<file path="config.mk">
export PLATFORM = sky130hd
export DESIGN_NAME = hpdmc_initseq
export DESIGN_NICKNAME = d
export VERILOG_FILES = /design/src/rtl/hpdmc_initseq.sv
export SDC_FILE = /design/constraint.sdc
export NUM_CORES = 1
export LEC_CHECK = 0
export ABC_CLOCK_PERIOD_IN_PS = 5500
export BUFFER_PORTS_ARGS = -buffer_cell sky130_fd_sc_hd__buf_2
export CORE_MARGIN = 10
export CORE_UTILIZATION = 58
export CTS_CLUSTER_SIZE = 20
export DETAILED_ROUTE_END_ITERATION = 6
export PLACE_DENSITY = 0.92
export RECOVER_POWER = 50
export SLEW_MARGIN = 20
export SYNTH_ARGS = -nofsm -noshare
export SYNTH_HDL_FRONTEND = slang
export SYNTH_SLANG_ARGS = --single-unit
</file>
<file path="constraint.sdc">
create_clock -name sys_clk -period 5.5 [get_ports sys_clk]
set_input_delay 0.825 -clock sys_clk [delete_from_list [all_inputs] [get_ports sys_clk]]
set_output_delay 0.825 -clock sys_clk [all_outputs]
set_load 0.03 [all_outputs]
</file>
<file path="src/rtl/hpdmc_initseq.sv">
// SDRAM power-up initialisation sequencer: programs HPDMC timing registers over the
// CSR bus, runs PRECHARGE / 2x AUTO REFRESH / LOAD MODE, releases the controller and verifies it.
module hpdmc_initseq #(
  parameter logic        csr_addr = 1'b0,
  parameter logic [15:0] T_PWRUP  = 16'd10000,
  parameter logic [15:0] T_RP     = 16'd4,
  parameter logic [15:0] T_RFC    = 16'd10,
  parameter logic [15:0] T_MRD    = 16'd4,
  parameter logic [11:0] MODE     = 12'h022,
  parameter logic [12:0] TIM_CFG  = 13'h1412,
  parameter logic [10:0] REFI     = 11'd740
) (
  input  logic        sys_clk,
  input  logic        sys_rst_n,
  input  logic        start,
  output logic        busy,
  output logic        done,
  output logic        err,
  output logic [2:0]  csr_a,
  output logic        csr_we,
  output logic [15:0] csr_di,
  input  logic [15:0] csr_do
);

  // CSR protocol: a write happens in every cycle where csr_we is high (csr_a/csr_di
  // valid in that same cycle); reads have no strobe, csr_do returns one cycle after csr_a.
  typedef enum logic [3:0] {
    S_IDLE, S_WTIM, S_WREFI, S_WCKE, S_WAIT, S_PRE, S_REF,
    S_LMR, S_REL, S_RD, S_CHK, S_DONE
  } state_t;

  localparam logic [15:0] PRE_CMD = 16'h400B;
  localparam logic [15:0] REF_CMD = 16'h000D;
  localparam logic [15:0] LMR_CMD = {MODE, 4'hF};

  function automatic logic [15:0] at_least_one(input logic [15:0] v);
    return (v == 16'd0) ? 16'd1 : v;
  endfunction

  state_t      state_q, state_d;
  state_t      ret_q, ret_d;
  logic [15:0] cnt_q, cnt_d;
  logic        ref_q, ref_d;
  logic        busy_q, busy_d;
  logic        done_q, done_d;
  logic        err_q, err_d;
  logic        we_q, we_d;
  logic [1:0]  a_q, a_d;
  logic [15:0] di_q, di_d;

  always_ff @(posedge sys_clk or negedge sys_rst_n) begin
    if (!sys_rst_n) begin
      state_q <= S_IDLE;
      ret_q   <= S_IDLE;
      cnt_q   <= 16'd0;
      ref_q   <= 1'b0;
      busy_q  <= 1'b0;
      done_q  <= 1'b0;
      err_q   <= 1'b0;
      we_q    <= 1'b0;
      a_q     <= 2'b00;
      di_q    <= 16'd0;
    end else begin
      state_q <= state_d;
      ret_q   <= ret_d;
      cnt_q   <= cnt_d;
      ref_q   <= ref_d;
      busy_q  <= busy_d;
      done_q  <= done_d;
      err_q   <= err_d;
      we_q    <= we_d;
      a_q     <= a_d;
      di_q    <= di_d;
    end
  end

  // The registered outputs carry the action of the state being left at each edge.
  always_comb begin
    state_d = state_q;
    ret_d   = ret_q;
    cnt_d   = cnt_q;
    ref_d   = ref_q;
    busy_d  = busy_q;
    done_d  = done_q;
    err_d   = err_q;
    we_d    = 1'b0;
    a_d     = a_q;
    di_d    = 16'd0;
    unique case (state_q)
      S_IDLE: begin
        if (start) begin
          done_d  = 1'b0;
          err_d   = 1'b0;
          ref_d   = 1'b0;
          state_d = S_WTIM;
        end
      end
      S_WTIM: begin
        busy_d  = 1'b1;
        we_d    = 1'b1;
        a_d     = 2'd2;
        di_d    = {3'b000, TIM_CFG};
        state_d = S_WREFI;
      end
      S_WREFI: begin
        we_d    = 1'b1;
        a_d     = 2'd3;
        di_d    = {5'b00000, REFI};
        state_d = S_WCKE;
      end
      S_WCKE: begin
        we_d    = 1'b1;
        a_d     = 2'd0;
        di_d    = 16'h0007;
        cnt_d   = at_least_one(T_PWRUP);
        ret_d   = S_PRE;
        state_d = S_WAIT;
      end
      S_WAIT: begin
        if (cnt_q <= 16'd1) state_d = ret_q;
        else                cnt_d   = cnt_q - 16'd1;
      end
      S_PRE: begin
        we_d    = 1'b1;
        a_d     = 2'd1;
        di_d    = PRE_CMD;
        cnt_d   = at_least_one(T_RP);
        ret_d   = S_REF;
        state_d = S_WAIT;
      end
      S_REF: begin
        we_d    = 1'b1;
        a_d     = 2'd1;
        di_d    = REF_CMD;
        cnt_d   = at_least_one(T_RFC);
        ret_d   = ref_q ? S_LMR : S_REF;
        ref_d   = ~ref_q;
        state_d = S_WAIT;
      end
      S_LMR: begin
        we_d    = 1'b1;
        a_d     = 2'd1;
        di_d    = LMR_CMD;
        cnt_d   = at_least_one(T_MRD);
        ret_d   = S_REL;
        state_d = S_WAIT;
      end
      S_REL: begin
        we_d    = 1'b1;
        a_d     = 2'd0;
        di_d    = 16'h0004;
        state_d = S_RD;
      end
      S_RD: begin
        a_d     = 2'd0;
        state_d = S_CHK;
      end
      S_CHK: begin
        // The slave registers reg0 on this edge; it is sampled on the next one.
        state_d = S_DONE;
      end
      S_DONE: begin
        if (busy_q) begin
          busy_d = 1'b0;
          done_d = 1'b1;
          err_d  = (csr_do[2:0] != 3'b100);
        end else if (start) begin
          done_d  = 1'b0;
          err_d   = 1'b0;
          ref_d   = 1'b0;
          state_d = S_WTIM;
        end
      end
      default: state_d = S_IDLE;
    endcase
  end

  assign busy   = busy_q;
  assign done   = done_q;
  assign err    = err_q;
  assign csr_we = we_q;
  assign csr_a  = {csr_addr, a_q};
  assign csr_di = di_q;

endmodule

</file>
-- Yosys cells after proc, flatten, opt, wreduce, memory -nomap -nowiden
Index checks and enable logic that the tools add are counted.
- register bits after elaboration: 47
- bits of input ports: 19
- output and inout bits: 23
- word-level logic and storage cells: 64
- add/sub/neg operators: 1
- order comparisons: 1
- equal/unequal tests: 15
- mux-type cells: 21
- bitwise logic cells: 1
- reduce and logical (&&, ||, !) cells: 15
- operators with widths (operator ; count):
    case mux 15 bit (7 select lines) ; 1
    case mux 16 bit (4 select lines) ; 1
    case mux 4 bit (9 select lines) ; 1
    == test 4 x 3 -> 1 bit, second input constant ; 4
    == test 4 bit, second input constant ; 4
    less-or-equal comparator 16 x 1 -> 1 bit, second input constant ; 1
    2-to-1 mux 16 bit ; 1
    case mux 4 bit (4 select lines) ; 1
    subtractor 16 x 1 -> 16 bit, second input constant ; 1
    2-to-1 mux 4 bit ; 3
    nonzero test 4 bit ; 3
    == test 4 x 2 -> 1 bit, second input constant ; 2
    2-to-1 mux 1 bit ; 8
    case mux 2 bit (4 select lines) ; 1
    OR reduction 7 bit ; 1
    != test 2 bit, second input constant ; 3
    case mux 1 bit (2 select lines) ; 3
    AND reduction 2 bit ; 3
    OR reduction 3 bit ; 2
    == test 4 x 1 -> 1 bit, second input constant ; 1
    logical NOT 4 bit ; 1
    nonzero test 2 bit ; 2
    OR reduction 4 bit ; 1
    != test 3 bit, second input constant ; 1
    other kinds (4) ; 4

-- Logic depth before layout (Yosys ltp)
Gate-level depths: netlist of run 1.
- word-level depth: 4
- gate-level depth with buffers: 8
- depth with buffers taken out: 6

-- Worst setup path before layout of run 1
Ideal clock, no wire load.
- kind: register to register
- start point: register cnt_q[9]
- end point: register cnt_q[1]
- setup time: 0.125 ns
- data arrival time: 1.945 ns
- data required time: 5.375 ns
- setup slack: 3.430 ns
- cell stages (with the launch flop): 7
- path buffers: 1
- period minus slack after synthesis: 2.070 ns
- path through: dfrtp_1 or4_1 nand2b_4 o21ai_2 and2_1 buf_2 mux2_2
- word-level cells in the longest chain between the ends: 3
- RTL lines (what ; RTL line ; text):
    start, declared ; 42 ; logic [15:0] cnt_q, cnt_d;
    start signal, assigned ; 66 ; cnt_q <= cnt_d;
    less-or-equal comparator 16 x 1 -> 1 bit ; 120 ; if (cnt_q <= 16'd1) state_d = ret_q;
    != test 2 bit (no line) ; - ;
    AND reduction 2 bit (no line) ; - ;
Every way passes these cells.
A chain may end at the register's enable or synchronous reset.

-- Worst setup path after layout of run 1
Ends and elaborated chain as after synthesis.

==> results of run 1 <==
==> per-stage QoR <==
| stage | setup slack [ns] | area (um2) | util | std cells |
|---|---|---|---|---|
| final | 2.696 | 2153 | 0.6403 | 280 |
| after detailed placement | 2.745 | 2097 | 0.6235 | 272 |
| after CTS | 2.719 | 2155 | 0.6406 | 280 |
| after global placement | 2.751 | 2097 | 0.6235 | 272 |
| after global routing | 2.558 | 2153 | 0.6403 | 280 |
| after floorplan | 3.430 | 2049 | - | 224 |
==> layer usage <==
metal | up-vias | routed length (um)
met1 | 816 | 1854
met5 | - | 0
met2 | 56 | 2049
met4 | 0 | 76
li1 | 832 | -
met3 | 8 | 344
==> cell families after synthesis <==
logic type               after synthesis  share of synthesized area
AND/OR/NAND/NOR                       80                     0.1999
adder cells (fa/ha/maj)                2                    0.01230
multiplexers                           2                    0.01045
AO/OA/AOI/OAI                         66                     0.2177
flip-flops                            39                     0.4797
other                                  1                   0.001843
buffers and inverters                 30                    0.07810
==> power by group <==
group / internal (mW) / switching [mW] / total (mW)
Combinational: 0.197 / 0.416 / 0.613
Clock: 0.0488 / 0.0975 / 0.146
Sequential: 0.389 / 0.110 / 0.499
==> critical path: cells and delay by family (launching register included) <==
kind	cells	cell delay [ns]
DFF	1	0.46
muxes	1	0.37
and+or+nand+nor	3	1.15
AOI/OAI and AO/OA	1	0.72
==> cell type report <==
| cell class | count | area (um2) | share of cell area |
|---|---|---|---|
| inverters | 9 | 33.78 | 0.01569 |
| clock inverters | 3 | 20.02 | 0.009297 |
| clock buffers | 5 | 37.54 | 0.01743 |
| well taps | 46 | 57.56 | 0.02673 |
| repair buffers | 23 | 113.9 | 0.05288 |
| multi-input cells | 155 | 914.6 | 0.4248 |
| flip-flops and latches | 39 | 975.9 | 0.4532 |
==> final timing paths <==
path,endpoint,slack [ns]
setup reg to reg,cnt_q[1],2.70
min in group asynchronous,done,1.04
hold reg to reg,done,0.48
setup / recovery,cnt_q[1],2.70
hold / removal,done,0.48
max in group asynchronous,cnt_q[11],3.29
==> placed cells by master, fill, tap and decap left out, types with 4 or more instances in the layout <==
cell type,instances
buf_2,22
dfrtp_1,39
nor4_1,4
o311ai_0,4
inv_1,9
nor3_1,7
o211ai_1,5
or3_1,5
o31ai_1,4
conb_1,5
nand3_1,11
nand2_1,17
a21oi_1,16
clkbuf_4,5
or4_1,6
o21ai_0,14
nor2_1,19
a31oi_1,4
==> state kept, by name (all words and copies together), names as in the netlist <==
signal   cells
csr_di       8
csr_we       1
done         1
ret_q        4
a_q          2
busy         1
state_q      4
ref_q        1
cnt_q       16
err          1
==> impl_metrics.ini, run 1 <==
[outcome]
status = finished, violations left
violations = capacitance limit, slew limit

[global_route]
first_global_vias = 1622
grt_util_all_layers = 0.1468
grt_use_met1 = 0.1933
met2_usage = 0.2178
grtUsageMet3 = 0.04505
grt_start_max_net_pins = 40
grt_overflow_total = 0
grt_first_pass_wirelength_um = 7645
antenna_found_initial = 0
top_usage_layer = met2

[yosys]
synth.area.top_cells = dfrtp_1 (48%), a21oi_1 (3.9%), nor2_1 (3.5%)
synth_area_um2 = 2034
ys_seq_elements = 39
yosys.area.top_type = dfrtp_1
synth_most_common_cell = dfrtp_1
synth_common_cells = dfrtp_1 (39), nor2_1 (19), nand2_1 (17)
synth-edff-count = 0
syn_area_per_cell_um2 = 9.248
synthArstFlopShare = 1.000
synth-main-ff-cell = dfrtp_1
yosysSeqAreaShare = 0.4797
synthCells = 220
ys_warn_count = 0
synth.distinct_cells = 45
synth_top_area_share = 0.4797

[sta]
slew_headroom = -0.3626
report.final.hold_viol_count = 0
layout_min_cycle_time_ns = 2.804
finalSetupTns_ns = 0
finalCritPeriodShare = 0.5098
setup_viol = 0
clock_skew_ns = 0.006909
max_freq_mhz = 356.7
fin_hold_ws_ns = 0.4826
maxSlewViolCount = 40
grt_setup_unrepaired = false
tightest_slew_ns = 2.044

[layout]
antenna_cells = 0
drive_above_1_share = 0.1581
final_nets = 254
fillers = 298
area_growth_pct = 5.843

[power_and_ir_drop]
p_per_area_nw_per_um2 = 584.4
total_power_mw = 1.258
p_leak_nw = 0.9662
ir_drop_uv = 281.9

[setup_path]
worstSetupStartpointType = flop
critPathSlowestCell = o21ai_2
worstPathCellList = or4_1, nand2b_4, o21ai_2, and2_1, mux2_2
path_class = reg -> reg
cp_max_fo = 25
worstReg2RegStart = cnt_q[9]
end_kind = flop
slowest_delay_ns = 0.72
worstPathArrival_ns = 3.05
worstSetupStartpoint = cnt_q[9]
critPathRequiredTime_ns = 5.75
r2r_cells = 5

[route]
post-route-drc-count = 0
post_drt_wl_per_cell_um = 15.44
ant_nets = 0
dr.pass1.iters = 4
num_vias = 1712
post_drt_via_cell_ratio = 6.114
routed_wl_um = 4324
first_iter_violations = 232

[floorplanning]
io_pins = 42
fp.coreArea_um2 = 3363
die_h_um = 79.23
die-area_um2 = 6277
std_cell_rows = 21
initial_core_util = 0.6049
die_w_um = 79.23

[clocking]
cts_resized = 0
htree_levels = 2
cts_sinks = 39
clkTransAtPathRegs_ns = 0.12
cts.path.max_buffers = 2
cts_tree = built
cts_made_buffers = 5
hold_buffers = 0
root_buffer = clkbuf_4
post-cts-setup-buffers = 0
clock_latency_ns = 0.35

[place]
gp_congestion = 0.8917
dp_hpwl_um = 3032
io_buffers = 23

[worst_hold_path]
hold_path_startpoint = done
hold_path_class = reg -> reg
hold_depth = 2

[flow_run]
drv_cap = 1
Note: power is estimated with default switching activity, not from simulation.
==> inputs of run 2 (changes only) <==
ABC_CLOCK_PERIOD_IN_PS = 2600   (was 5500)
CORE_UTILIZATION = 54   (was 58)
PLACE_DENSITY = 0.87   (was 0.92)
clock period = 2.6 ns   (was 5.5 ns; I/O delays follow)
==> impl_metrics.ini, run 2 (synthesis results as in run 1) <==
[outcome]
status = finished, violations left
violations = capacitance limit, slew limit

[setup_path]
reg2reg_setup_slack_ns = 0.33
r2r_cells = 7
slowest_delay_ns = 0.50
critPathSlowestCell = or4_1
path_buf_inv = 2
worstReg2RegStart = cnt_q[0]
cp-endpoint = cnt_q[12]
worstPathArrival_ns = 2.49
worstSetupStartpoint = cnt_q[0]
cp_num_cells = 7
end_kind = flop
cp_top_family = compound AO/OA/AOI/OAI gates
critPathRequiredTime_ns = 2.81
rr_endpoint = cnt_q[12]
path_class = reg -> reg
worstPathCellList = inv_1, ha_1, o211ai_1, o21ai_2, buf_4, or4_1, a21oi_1
cp_max_fo = 12
worstSetupStartpointType = flop

[sta]
grt_setup_unrepaired = false
finalSetupTns_ns = 0
max_freq_mhz = 439.6
tightest_slew_ns = 2.068
fin_hold_ws_ns = 0.4602
setup_viol = 0
layout_setup_ws_ns = 0.3252
report.final.hold_viol_count = 0
maxSlewViolCount = 40
clock_skew_ns = 0.005232
slew_headroom = -0.3785
finalCritPeriodShare = 0.8749
layout_min_cycle_time_ns = 2.275

[floorplanning]
die_h_um = 81.38
die-area_um2 = 6623
std_cell_rows = 22
initial_core_util = 0.5557
die_w_um = 81.38
fp.coreArea_um2 = 3661
io_pins = 42

[route]
post_drt_via_cell_ratio = 5.976
routed_wl_um = 4551
post_drt_wl_per_cell_um = 15.59
num_vias = 1745
ant_nets = 0
post-route-drc-count = 0
dr.pass1.iters = 4
first_iter_violations = 179

[layout]
final_util = 0.6213
antenna_cells = 0
fin_area_um2 = 2275
final_cell_mix = dfrtp_1 (39), nor2_1 (19), buf_2 (19)
drive_above_1_share = 0.1721
top_register = cnt_q
fillers = 310
largest_reg_flops = 16
area_growth_pct = 11.81
layout_commonest_cell = dfrtp_1
final_nets = 264

[place]
placed_area_um2 = 2175
dp_hpwl_um = 3125
gp_congestion = 0.9266
io_buffers = 23
place_ws_ns = 0.4281

[worst_hold_path]
hold_path_class = in -> reg

[clocking]
clock_latency_ns = 0.30
post-cts-setup-buffers = 0
cts_resized = 0
cts_made_buffers = 5
root_buffer = clkbuf_8
cts.path.max_buffers = 2
hold_buffers = 0
clkTransAtPathRegs_ns = 0.08
cts_tree = built
htree_levels = 2
cts_sinks = 39

[power_and_ir_drop]
p_leak_nw = 1.028
ir_drop_uv = 487.7
p_per_area_nw_per_um2 = 1301

[global_route]
antenna_found_initial = 0
grt_overflow_total = 0
first_global_vias = 1569
grt_first_pass_wirelength_um = 7493
grt_util_all_layers = 0.1430
grt_start_max_net_pins = 40

[flow_run]
drv_cap = 1
## run 2: cell count changes in the layout (fill, tap and decap cells not counted), sizes merged
| cell | before | now |
|---|---|---|
| bufinv | 0 | 1 |
| clkinv | 1 | 2 |
| clkinvlp | 2 | 0 |
| clkbuf | 6 | 11 |
| buf | 22 | 27 |
## run 2: layer usage
| metal | share of wire | vias to the layer above | wire length [um] | GRT usage |
|---|---|---|---|---|
| li1 | - | 838 | - | - |
| met3 | 0.075 | 8 | 343 | 0.03091 |
| met2 | 0.47 | 65 | 2161 | 0.2196 |
| met5 | 0 | - | 0 | 0 |
| met1 | 0.43 | 834 | 1971 | 0.1866 |
| met4 | 0.016 | 0 | 75 | 0.06920 |
## run 2: metrics by stage
step,power (mW),std cells
after floorplan,2.071,224
after global placement,2.413,284
after detailed placement,2.455,284
after CTS,2.972,292
after global routing,3.162,292
final,2.960,292
## run 2: worst register-to-register path: stages (launching register included)
cell,delay [ns]
dfrtp_1,0.43
inv_1,0.07
ha_1,0.27
o211ai_1,0.32
o21ai_2,0.18
buf_4,0.22
or4_1,0.50
a21oi_1,0.20
## run 2: worst min path at each step
stage	start	end	slack, ns	depth (start not counted)
2_1_floorplan	sys_rst_n	a_q[0]	0.09	0
3_3_place_gp	state_q[3]	state_q[2]	0.45	1
3_5_place_dp	state_q[3]	state_q[2]	0.46	1
4_1_cts	sys_rst_n	err	0.22	1
5_1_grt	csr_do[2]	err	0.45	3
6_report	csr_do[2]	err	0.46	3
## run 2: power breakdown
group	switching [mW]	total (mW)	internal, mW
Sequential	0.157	0.984	0.827
Combinational	0.987	1.47	0.481
Clock	0.222	0.508	0.286
## run 2: layout make-up
class                      instances  area [um2]  area share
sequential                        39       975.9      0.4290
multi-input combinational        155       914.6      0.4021
timing repair buffer              33       177.7     0.07811
clock buffer                       5       68.82     0.03025
tap                               48       60.06     0.02640
clock inverter                     3       43.79     0.01925
inverter                           9       33.78     0.01485
==> inputs of run 3 (changes only) <==
CORE_UTILIZATION = 56   (was 54)
CTS_BUF_LIST = sky130_fd_sc_hd__clkbuf_4 sky130_fd_sc_hd__clkbuf_8   (was not set)
PLACE_DENSITY = 0.89   (was 0.87)
==> impl_metrics.ini, run 3 (synthesis results as in run 1) <==
[place]
placed_area_um2 = 2185
gp_congestion = 0.9126
io_buffers = 23
dp_hpwl_um = 3238

[sta]
grt_setup_unrepaired = false
layout_min_cycle_time_ns = 2.345
tightest_slew_ns = 2.026
finalSetupTns_ns = 0
fin_hold_ws_ns = 0.3687
finalCritPeriodShare = 0.9020
max_freq_mhz = 426.4
report.final.hold_viol_count = 0
slew_headroom = -0.3504
clock_skew_ns = 0.008904
setup_viol = 0
maxSlewViolCount = 40

[layout]
fin_area_um2 = 2260
layout_commonest_cell = dfrtp_1
final_util = 0.6615
area_growth_pct = 11.07
antenna_cells = 0
drive_above_1_share = 0.1762
largest_reg_flops = 16
fillers = 280
final_nets = 264
top_register = cnt_q
seqCellArea_um2 = 975.9
final_cell_mix = dfrtp_1 (39), buf_2 (20), nor2_1 (19)
multi_input_comb_area_um2 = 914.6

[global_route]
grt_overflow_total = 0
antenna_found_initial = 0
grt_util_all_layers = 0.1520
grt_start_max_net_pins = 40
grt_first_pass_wirelength_um = 7776
first_global_vias = 1721

[route]
ant_nets = 0
num_vias = 1792
routed_wl_um = 4657
post_drt_via_cell_ratio = 6.179
post-route-drc-count = 0
post_drt_wl_per_cell_um = 16.06
first_iter_violations = 174
dr.pass1.iters = 4

[power_and_ir_drop]
p_leak_nw = 1.027
ir_drop_uv = 566.7
p_per_area_nw_per_um2 = 1287

[setup_path]
critPathSlowestCell = or4_2
cp_top_family = compound AO/OA/AOI/OAI gates
end_kind = flop
slowest_delay_ns = 0.61
worstPathCellList = inv_1, ha_1, o211ai_1, o21ai_2, buf_12, or4_2, a21oi_1
worstPathArrival_ns = 2.64
worstSetupStartpointType = flop
cp_max_fo = 18
critPathRequiredTime_ns = 2.90
path_buf_inv = 2
path_class = reg -> reg

[floorplanning]
fp.coreArea_um2 = 3416
std_cell_rows = 21
die-area_um2 = 6444
die_w_um = 80.28
die_h_um = 80.28
initial_core_util = 0.5956
io_pins = 42

[clocking]
clkTransAtPathRegs_ns = 0.12
cts_tree = built
root_buffer = clkbuf_4
cts_resized = 0
cts.path.max_buffers = 2
cts_made_buffers = 5
clock_latency_ns = 0.36
post-cts-setup-buffers = 0
htree_levels = 2
cts_sinks = 39
hold_buffers = 0

[outcome]
status = finished, violations left
violations = capacitance limit, slew limit

[flow_run]
drv_cap = 1

[worst_hold_path]
hold_path_class = in -> reg
==> run 3: cell types whose count changed in the layout (fill, tap and decap cells not counted), sizes merged <==
cell | previous run | this run
buf | 27 | 28
clkinv | 2 | 1
==> run 3: worst register-to-register path: stages (launching register included) <==
cell and delay [ns]:
dfrtp_1 0.45, inv_1 0.08, ha_1 0.25, o211ai_1 0.33
o21ai_2 0.20, buf_12 0.20, or4_2 0.61, a21oi_1 0.16
==> run 3: final cells by class <==
cell class / instances / area share
inverter: 9 / 0.01495
clock buffer: 6 / 0.02270
timing repair buffer: 33 / 0.08472
multi-input combinational: 155 / 0.4048
clock inverter: 2 / 0.01550
tap: 46 / 0.02547
sequential: 39 / 0.4319
==> run 3: final timing paths <==
kind                       startpoint  endpoint  slack, ns  cells past startpoint
min in group asynchronous   sys_rst_n    a_q[0]       0.59                      1
setup reg to reg             cnt_q[0]  cnt_q[6]       0.25                      7
hold / removal              csr_do[2]       err       0.37                      3
hold reg to reg              ret_q[3]  ret_q[3]       0.49                      2
setup / recovery             cnt_q[0]  cnt_q[6]       0.25                      7
max in group asynchronous   sys_rst_n  cnt_q[9]       0.86                      1
==> run 3: where the power goes <==
group / total [mW] / internal, mW / switching [mW]
Clock: 0.434 / 0.227 / 0.207
Combinational: 1.50 / 0.496 / 0.999
Sequential: 0.978 / 0.825 / 0.153
==> run 3: routing by layer <==
| layer | share of wire | vias to the layer above | track usage |
|---|---|---|---|
| met5 | 0 | - | 0 |
| met4 | 0.031 | 0 | 0.09507 |
| met3 | 0.11 | 17 | 0.04677 |
| met2 | 0.46 | 90 | 0.2440 |
| met1 | 0.40 | 839 | 0.1723 |
| li1 | - | 846 | - |
==> run 3: per-stage QoR <==
stage | power (mW) | cells | setup WS, ns
2_1_floorplan | 2.071 | 224 | 0.5300
3_3_place_gp | 2.427 | 282 | 0.3872
3_5_place_dp | 2.482 | 282 | 0.3125
4_1_cts | 2.918 | 290 | 0.2655
5_1_grt | 3.126 | 290 | 0.1041
6_report | 2.907 | 290 | 0.2549
